`src/rtl/drug_counter_pkg.sv`:
```
// Shared keypad definitions: matrix geometry, key-code map and scanner states.
package drug_counter_pkg;

  localparam int KEY_W = 4;
  localparam int ROWS  = 4;
  localparam int COLS  = 4;

  typedef enum logic [1:0] {
    SCAN     = 2'd0,
    DEBOUNCE = 2'd1,
    RELEASE  = 2'd2
  } scan_state_t;

  // Phone-style layout: rows 1-2-3 / 4-5-6 / 7-8-9 / CLR-0-ENTER, code = row*4 + col
  localparam logic [KEY_W-1:0] KEY_1     = 4'd0;
  localparam logic [KEY_W-1:0] KEY_2     = 4'd1;
  localparam logic [KEY_W-1:0] KEY_3     = 4'd2;
  localparam logic [KEY_W-1:0] KEY_4     = 4'd4;
  localparam logic [KEY_W-1:0] KEY_5     = 4'd5;
  localparam logic [KEY_W-1:0] KEY_6     = 4'd6;
  localparam logic [KEY_W-1:0] KEY_7     = 4'd8;
  localparam logic [KEY_W-1:0] KEY_8     = 4'd9;
  localparam logic [KEY_W-1:0] KEY_9     = 4'd10;
  localparam logic [KEY_W-1:0] KEY_CLR   = 4'd12;
  localparam logic [KEY_W-1:0] KEY_0     = 4'd13;
  localparam logic [KEY_W-1:0] KEY_ENTER = 4'd14;

  function automatic logic [KEY_W-1:0] key_code_of(input logic [1:0] row, input logic [1:0] col);
    return {row, col};
  endfunction

endpackage

```
`src/rtl/kp_sync2.sv`:
```
// Two-flop synchroniser for the active-low keypad row returns; idles at "no key".
module kp_sync2 (
  input  logic       clk,
  input  logic       rst,
  input  logic [3:0] d,
  output logic [3:0] q
);

  logic [3:0] meta;

  always_ff @(posedge clk or posedge rst) begin
    if (rst) begin
      meta <= 4'b1111;
      q    <= 4'b1111;
    end else begin
      meta <= d;
      q    <= meta;
    end
  end

endmodule

```
`src/rtl/keypad_matrix_scanner.sv`:
```
// 4x4 keypad scanner: rotating active-low column strobe, debounced press/release,
// one key_valid pulse per physical press.
//
// state    | meaning
// SCAN     | rotate columns, sample rows at the end of each slot
// DEBOUNCE | column held, waiting for the latched row pattern to stay stable
// RELEASE  | key reported, column held, waiting for all rows to stay released
module keypad_matrix_scanner
  import drug_counter_pkg::*;
#(
  parameter int SCAN_DIV     = 25000,
  parameter int DEBOUNCE_CYC = 1000000
) (
  input  logic             clk,
  input  logic             rst,
  input  logic [ROWS-1:0]  scan_in,
  output logic [COLS-1:0]  scan_out,
  output logic [KEY_W-1:0] key_code,
  output logic             key_valid,
  output logic             key_held
);

  localparam int DIV_W = $clog2(SCAN_DIV);
  localparam int DEB_W = $clog2(DEBOUNCE_CYC);
  localparam logic [DIV_W-1:0] DIV_LAST = DIV_W'(SCAN_DIV - 1);
  localparam logic [DEB_W-1:0] DEB_LAST = DEB_W'(DEBOUNCE_CYC - 1);
  localparam logic [DIV_W-1:0] DIV_ONE  = DIV_W'(1);
  localparam logic [DEB_W-1:0] DEB_ONE  = DEB_W'(1);

  scan_state_t      state_q, state_nxt;
  logic [DIV_W-1:0] div_q, div_nxt;
  logic [DEB_W-1:0] deb_q, deb_nxt;
  logic [1:0]       col_q, col_nxt;
  logic [1:0]       row_q, row_nxt;
  logic [KEY_W-1:0] key_code_nxt;
  logic             key_valid_nxt;
  logic             key_held_nxt;
  logic [ROWS-1:0]  rs;
  logic [ROWS-1:0]  row_pat;
  logic [1:0]       low_row;
  logic [2:0]       low_cnt;
  logic             one_low;

  kp_sync2 u_sync (
    .clk (clk),
    .rst (rst),
    .d   (scan_in),
    .q   (rs)
  );

  // Count low rows; anything other than exactly one is ghosting or multi-press.
  always_comb begin
    low_row = 2'd0;
    low_cnt = 3'd0;
    for (int i = 0; i < ROWS; i++) begin
      if (!rs[i]) begin
        low_cnt = low_cnt + 3'd1;
        low_row = 2'(i);
      end
    end
  end

  assign one_low = (low_cnt == 3'd1);
  assign row_pat = ~(4'b0001 << row_q);

  always_comb begin
    state_nxt     = state_q;
    div_nxt       = div_q;
    deb_nxt       = deb_q;
    col_nxt       = col_q;
    row_nxt       = row_q;
    key_code_nxt  = key_code;
    key_valid_nxt = 1'b0;
    key_held_nxt  = key_held;
    case (state_q)
      SCAN: begin
        if (div_q == DIV_LAST) begin
          div_nxt = '0;
          if (one_low) begin
            row_nxt   = low_row;
            deb_nxt   = '0;
            state_nxt = DEBOUNCE;
          end else begin
            col_nxt = col_q + 2'd1;
          end
        end else begin
          div_nxt = div_q + DIV_ONE;
        end
      end
      DEBOUNCE: begin
        if (rs == row_pat) begin
          if (deb_q == DEB_LAST) begin
            key_code_nxt  = key_code_of(row_q, col_q);
            key_valid_nxt = 1'b1;
            key_held_nxt  = 1'b1;
            deb_nxt       = '0;
            state_nxt     = RELEASE;
          end else begin
            deb_nxt = deb_q + DEB_ONE;
          end
        end else begin
          deb_nxt   = '0;
          div_nxt   = '0;
          col_nxt   = col_q + 2'd1;
          state_nxt = SCAN;
        end
      end
      RELEASE: begin
        if (rs == 4'b1111) begin
          if (deb_q == DEB_LAST) begin
            key_held_nxt = 1'b0;
            deb_nxt      = '0;
            div_nxt      = '0;
            col_nxt      = col_q + 2'd1;
            state_nxt    = SCAN;
          end else begin
            deb_nxt = deb_q + DEB_ONE;
          end
        end else begin
          deb_nxt = '0;
        end
      end
      default: begin
        state_nxt = SCAN;
        div_nxt   = '0;
        deb_nxt   = '0;
      end
    endcase
  end

  // Strobe is registered so the pins never see decode glitches.
  always_ff @(posedge clk or posedge rst) begin
    if (rst) begin
      state_q   <= SCAN;
      div_q     <= '0;
      deb_q     <= '0;
      col_q     <= 2'd0;
      row_q     <= 2'd0;
      scan_out  <= 4'b1110;
      key_code  <= '0;
      key_valid <= 1'b0;
      key_held  <= 1'b0;
    end else begin
      state_q   <= state_nxt;
      div_q     <= div_nxt;
      deb_q     <= deb_nxt;
      col_q     <= col_nxt;
      row_q     <= row_nxt;
      scan_out  <= ~(4'b0001 << col_nxt);
      key_code  <= key_code_nxt;
      key_valid <= key_valid_nxt;
      key_held  <= key_held_nxt;
    end
  end

endmodule

```
`config.mk`:
```
export PLATFORM = sky130hd
export DESIGN_NAME = keypad_matrix_scanner
export DESIGN_NICKNAME = d
export VERILOG_FILES = /design/src/rtl/drug_counter_pkg.sv /design/src/rtl/kp_sync2.sv /design/src/rtl/keypad_matrix_scanner.sv
export SDC_FILE = /design/constraint.sdc
export NUM_CORES = 1
export LEC_CHECK = 0
export BUFFER_PORTS_ARGS = -buffer_cell sky130_fd_sc_hd__buf_4
export CORE_MARGIN = 2
export CORE_UTILIZATION = 65
export CTS_BUF_LIST = sky130_fd_sc_hd__clkbuf_4 sky130_fd_sc_hd__clkbuf_8 sky130_fd_sc_hd__clkbuf_16
export CTS_CLUSTER_DIAMETER = 60
export DETAILED_ROUTE_END_ITERATION = 8
export PLACE_DENSITY = 0.87
export SYNTH_ARGS = -nofsm -noshare
export SYNTH_HDL_FRONTEND = slang
export SYNTH_SLANG_ARGS = --single-unit
```
`constraint.sdc`:
```
create_clock -name clk -period 10.05 [get_ports clk]
set_input_delay 1.005 -clock clk [delete_from_list [all_inputs] [get_ports clk]]
set_output_delay 1.005 -clock clk [all_outputs]
set_load 0.05 [all_outputs]
```
* Word level (Yosys, flattened, before mapping)
Index checks and enable logic that the tools add are counted.
** Cells by class
- Add/subtract/negate cells :: 6
- Reduce and logical (&&, ||, !) cells :: 8
- Bitwise gates (word level) :: 2
- Equal/unequal tests :: 15
- Muxes and demuxes :: 39
- Shift-type cells :: 2
** Operators with widths (count)
- $mux W20 :: 5
- $mux W15 :: 4
- $pmux W20 S3 :: 1
- $pmux W15 S3 :: 1
- $mux W2 :: 13
- $add A20 B1 Y20 const B :: 1
- $eq A20 B20 Y1 const B :: 1
- $add A15 B1 Y15 const B :: 1
- $eq A15 B15 Y1 const B :: 1
- $ne A2 B2 Y1 const B :: 7
- $pmux W2 S3 :: 2
- $reduce_and A5 Y1 :: 2
- $add A3 B1 Y3 const B :: 3
- $mux W1 :: 9
- $mux W3 :: 3
- $reduce_and A3 Y1 :: 3
- $not A4 Y4 :: 2
- $shl A1 B2 Y4 const A :: 2
- $eq A4 B4 Y1 :: 1
- $eq A4 B4 Y1 const B :: 1
- $eq A3 B1 Y1 const B :: 1
- $ne A3 B3 Y1 const B :: 1
- $add A2 B1 Y2 const B :: 1
- $eq A2 B1 Y1 const B :: 1
- other kinds (5) :: 5
** Word-level totals
- Output and inout port bits :: 10
- Input bits :: 6
- Flip-flop bits (word level) :: 59
- Logic and storage cells :: 83

* Longest topological paths before layout
- Word-level depth :: 13
- Gate-level depth with buffers :: 13
- Depth with buffers taken out :: 11

* Hierarchy
From an unflattened synthesis, not the netlist that was laid out.
** Second synthesis, totals
- Cell total of the unflattened synthesis :: 339
- Area total of the unflattened synthesis :: 3280.6 um^2
** Modules (own cells, without submodules)
- keypad_matrix_scanner :: cells an instance 330, area each 3066.7 um^2, sequential area each 1280.0 um^2, instances 1
- kp_sync2 :: cells an instance 9, area each 214.0 um^2, sequential area each 210.2 um^2, instances 1

* Worst setup path after synthesis
OpenSTA, ideal clock, no wires.
- Kind :: reg2reg
- Start point :: reg u_sync.q[0]
- End point :: reg deb_q[10]
- Library setup time :: 0.083 ns
- Arrival :: 3.170 ns
- Data required time :: 9.967 ns
- Setup slack :: 6.797 ns
- Clock period less this slack :: 3.253 ns
- Buffers on the path :: 2
- Stages on the path, launching flop included :: 13
- Path through :: dfstp_2 inv_1 ha_1 xnor2_1 ha_1 or2_2 o221a_4 o31a_1 buf_6 a211o_1 buf_6 or3_1 o21ai_0
** On the way
- Longest elaborated chain between the ends :: 10
- Elaborated cells on any way between the ends :: 15
- Those cells by class :: 3 x add/sub; 4 x eq/ne; 7 x mux; 1 x reduce/logical
** RTL lines
- from (decl) :: RTL line kp_sync2.sv:6 : output logic [3:0] q
- from (signal assigned) :: RTL line kp_sync2.sv:17 : q <= meta;
- $mux W1 :: RTL line keypad_matrix_scanner.sv:56 : if (!rs[i]) begin
- $add A3 B1 Y3 :: RTL line keypad_matrix_scanner.sv:57 : low_cnt = low_cnt + 3'd1;
- $mux W3 :: RTL line keypad_matrix_scanner.sv:56
- $add A3 B1 Y3 :: RTL line keypad_matrix_scanner.sv:57
- $mux W3 :: RTL line keypad_matrix_scanner.sv:56
- $add A3 B1 Y3 :: RTL line keypad_matrix_scanner.sv:57
- $mux W3 :: RTL line keypad_matrix_scanner.sv:56
- $eq A3 B1 Y1 :: RTL line keypad_matrix_scanner.sv:63 : assign one_low = (low_cnt == 3'd1);
- $ne A2 B2 Y1 (no line)
- $reduce_and A2 Y1 (no line)
- to (signal assigned) :: RTL line keypad_matrix_scanner.sv:146 : deb_q <= deb_nxt;
- to (decl) :: RTL line keypad_matrix_scanner.sv:32 : logic [DEB_W-1:0] deb_q, deb_nxt;
Parallel ways exist; a longest one is shown, timed or not.
A chain may end at the register's enable or synchronous reset.

* Worst setup path after layout
- Start point :: reg u_sync.q[0]
- End point :: reg deb_q[8]
The elaborated chain is that of the path after synthesis.

==> results.cfg <==
[outcome]
status = finished, final reports clean

[sta]
worst_clock_skew_ps = 7.976
finalHoldWorstSlack_ps = 356.4
rsz0062_at_grt = no
fin_tns_setup_ps = 0
timing.final.hold_violations = 0
setup_viol = 0
total_count_of_max_transition_violations_in_the_final_report = 0
worstMarginPinSlew_ps = 981.7
max_clock_freq_mhz = 271.0
post-route-worst-setup-slack_ps = 6360
slew_headroom_pct = 34.35
post-route-period-util_pct = 36.71
finalCriticalPeriod_ps = 3690

[synthesis]
synth-seq-area-share_pct = 45.30
synth_cells = 344
dominantRegCellSynth = sky130_fd_sc_hd__dfrtp_1
area_share_of_the_largest_cell_type_after_synthesis_pct = 36.52
ys_seq_elements = 59
yosysTopAreaCell = sky130_fd_sc_hd__dfrtp_1
syn_nets = 360
postSynth.asyncResetShare_pct = 100.0
syn-cell-area_um2 = 3289
ys.warnings.count = 0
avg_synthesized_cell_area_um2 = 9.562
cell_variety_after_synth = 61
edff_count_synth = 0
synthTopCellsByArea = sky130_fd_sc_hd__dfrtp_1 (37%), sky130_fd_sc_hd__dfstp_2 (8.8%), sky130_fd_sc_hd__ha_1 (3.8%)

[drt]
drt-total-wl_um = 6617
post-route-drc-count = 0
vias_per_cell = 6.117
dr_total_vias = 2667
drt_iter0_markers = 184
drt-wirelength-per-cell_um = 15.18
antenna_violating_nets_post_route = 0
detailed_routing_iterations_pass_1 = 4

[critical_path]
crit_family = compound AO/OA/AOI/OAI gates
timing.setup.critical_path_class = flop to flop
worstSetupStartpointType = flop
critPathCaptureType = flop
cpMaxStageDelayCell = sky130_fd_sc_hd__dfstp_2
critical_path.max_fanout = 26
worst_path_most_repeated_cell = sky130_fd_sc_hd__ha_1
path_buf_inv = 2
path_cells = inv_1, ha_1, xnor2_1, ha_1, or2_2, o221a_4, o31a_1, buf_4, a211o_1, or3_1, o21ai_0
worst_ep_required_time_ps = 10290
critical_path.max_stage_delay_ps = 580
critPathArrivalTime_ps = 3930

[clock_tree]
max-clock-path-buffers = 2
cts_hold_buf = 0
clk-insertion-delay-late_ps = 350
cts_htree_levels = 3
post-cts-setup-buffer-count = 0
cts.clk_slew.worst_paths_ps = 70
clock-root-buffer = sky130_fd_sc_hd__clkbuf_8
cts_tree = built
cts_resized = 0
cts_inserted_buffers = 9
clkSinkCount = 59

[power]
power.ir.vdd_worst_v = 0.0001279
p_int_uw = 365.6
power.total_uw = 470.7
power.combinational.fraction_pct = 3.4
swShare_pct = 22.32
sequential_fraction_of_design_power_pct = 51.5
static-leakage-power_nw = 1.520
switching_power_uw = 105.0
clkPwrFrac_pct = 45.1
power.density_cell_area_nw_per_um2 = 129.2

[floorplanning]
floorplan.die_area_um2 = 5646
top_level_ports = 16
floorplan.initialDensity_pct = 68.29
row_count = 25
die_x_um = 75.14
y_dimension_of_the_die_um = 75.14
fp.coreArea_um2 = 4817

[flow_run]
timing.max_cap.violations = 0

[placement]
portBuffers = 15
detailedPlace.worstSlack_ps = 6462
routabilityCongestion = 0.8776
dp_hpwl_um = 4552

[finish]
most_common_cell_after_layout_fill_and_taps_aside = sky130_fd_sc_hd__dfrtp_1
post_route_cells_drive_above_1_share_pct = 18.16
diodes = 0
fillers = 364
mostFrequentLayoutCells = sky130_fd_sc_hd__dfrtp_1 (48), sky130_fd_sc_hd__nand2_1 (32), sky130_fd_sc_hd__nor2_1 (31), sky130_fd_sc_hd__inv_1 (24), sky130_fd_sc_hd__o21ai_0 (24)
area_delta_synth_final_pct = 10.76
utilization_pct = 75.64
nNetsFinal = 380

[global_routing]
global_route.usage.total_pct = 26.43
grt_antenna_before_repair = 0
first_global_vias = 2508
grt_overflow = 0
first_pass_grt_wire_length_um = 11270
maximum_number_of_pins_on_one_net_before_global_route_repair = 60

[hold_path]
hold_class = flop to flop
-- cells in the mapped netlist, types with 3 or more instances --
cell type / n
sky130_fd_sc_hd__a21o_1: 7
sky130_fd_sc_hd__a21oi_1: 16
sky130_fd_sc_hd__buf_2: 4
sky130_fd_sc_hd__dfrtp_1: 48
sky130_fd_sc_hd__dfstp_2: 11
sky130_fd_sc_hd__ha_1: 10
sky130_fd_sc_hd__inv_1: 25
sky130_fd_sc_hd__mux2_2: 4
sky130_fd_sc_hd__nand2_1: 32
sky130_fd_sc_hd__nand2b_1: 3
sky130_fd_sc_hd__nand3_1: 12
sky130_fd_sc_hd__nand4_1: 6
sky130_fd_sc_hd__nor2_1: 31
sky130_fd_sc_hd__nor3_1: 8
sky130_fd_sc_hd__nor3b_1: 3
sky130_fd_sc_hd__nor4_1: 7
sky130_fd_sc_hd__nor4_2: 4
sky130_fd_sc_hd__nor4b_1: 3
sky130_fd_sc_hd__o21ai_0: 24
sky130_fd_sc_hd__o21ai_1: 4
sky130_fd_sc_hd__or2_2: 3
sky130_fd_sc_hd__or3_1: 11
sky130_fd_sc_hd__or4_1: 3
sky130_fd_sc_hd__xnor2_1: 14
-- flip-flops by register name, summed over array words and instances, names as in the netlist --
register,count
scan_out,4
key_held,1
u_sync.meta,4
deb_q,20
div_q,15
col_q,2
key_valid,1
row_q,2
key_code,4
u_sync.q,4
state_q,2
-- final cells by class --
type	instances	area [um^2]	area share, %
multi-input combinational	252	1655	45.43
sequential	59	1490	40.90
clock buffer	10	137.6	3.777
timing repair buffer	17	127.6	3.503
inverter	25	93.84	2.576
tap	67	83.83	2.301
clock inverter	6	55.05	1.511
-- metrics by stage --
stage / cells / area, um^2
after floorplan: 344 / 3289
after global placement: 420 / 3451
after detailed placement: 420 / 3451
after CTS: 436 / 3643
after global routing: 436 / 3643
final: 436 / 3643
-- routing by layer --
metal / up-vias / global-route usage (%) / part of all wire (%)
met5: - / 0 / 0
li1: 1277 / - / -
met1: 1288 / 32.84 / 41
met4: 0 / 13.06 / 2.3
met2: 87 / 42.98 / 50
met3: 15 / 6.827 / 6.8
-- worst paths after layout --
check | startpoint | end | slack [ps] | cells after the start
worst max-delay path | u_sync.q[0] | deb_q[8] | 6360 | 11
worst min-delay path | u_sync.meta[2] | u_sync.q[2] | 360 | 0
worst max register to register | u_sync.q[0] | deb_q[8] | 6360 | 11
worst min register to register | u_sync.meta[2] | u_sync.q[2] | 360 | 0
max in group asynchronous | rst | div_q[3] | 8720 | 3
min in group asynchronous | rst | deb_q[15] | 850 | 3
-- kinds of logic after synthesis --
| group | Yosys count | share of synthesized area (%) |
|---|---|---|
| simple gates | 147 | 25.60 |
| fa+ha+maj | 10 | 3.804 |
| buf+inv | 33 | 4.374 |
| xor+xnor | 14 | 3.728 |
| mux | 5 | 1.674 |
| compound gates | 76 | 15.52 |
| flops | 59 | 45.30 |
-- power groups by stage --
stage | clock [mW] | sequential (mW) | combinational, mW
CTS | 0.214 | 0.242 | 0.0164
finish | 0.212 | 0.242 | 0.0159
global route | 0.227 | 0.243 | 0.0182
floorplan | 0 | 0.246 | 0.0118
global placement | 0 | 0.246 | 0.0155
detailed placement | 0 | 0.247 | 0.0163
No activity file was read; power rests on OpenSTA's default activity.
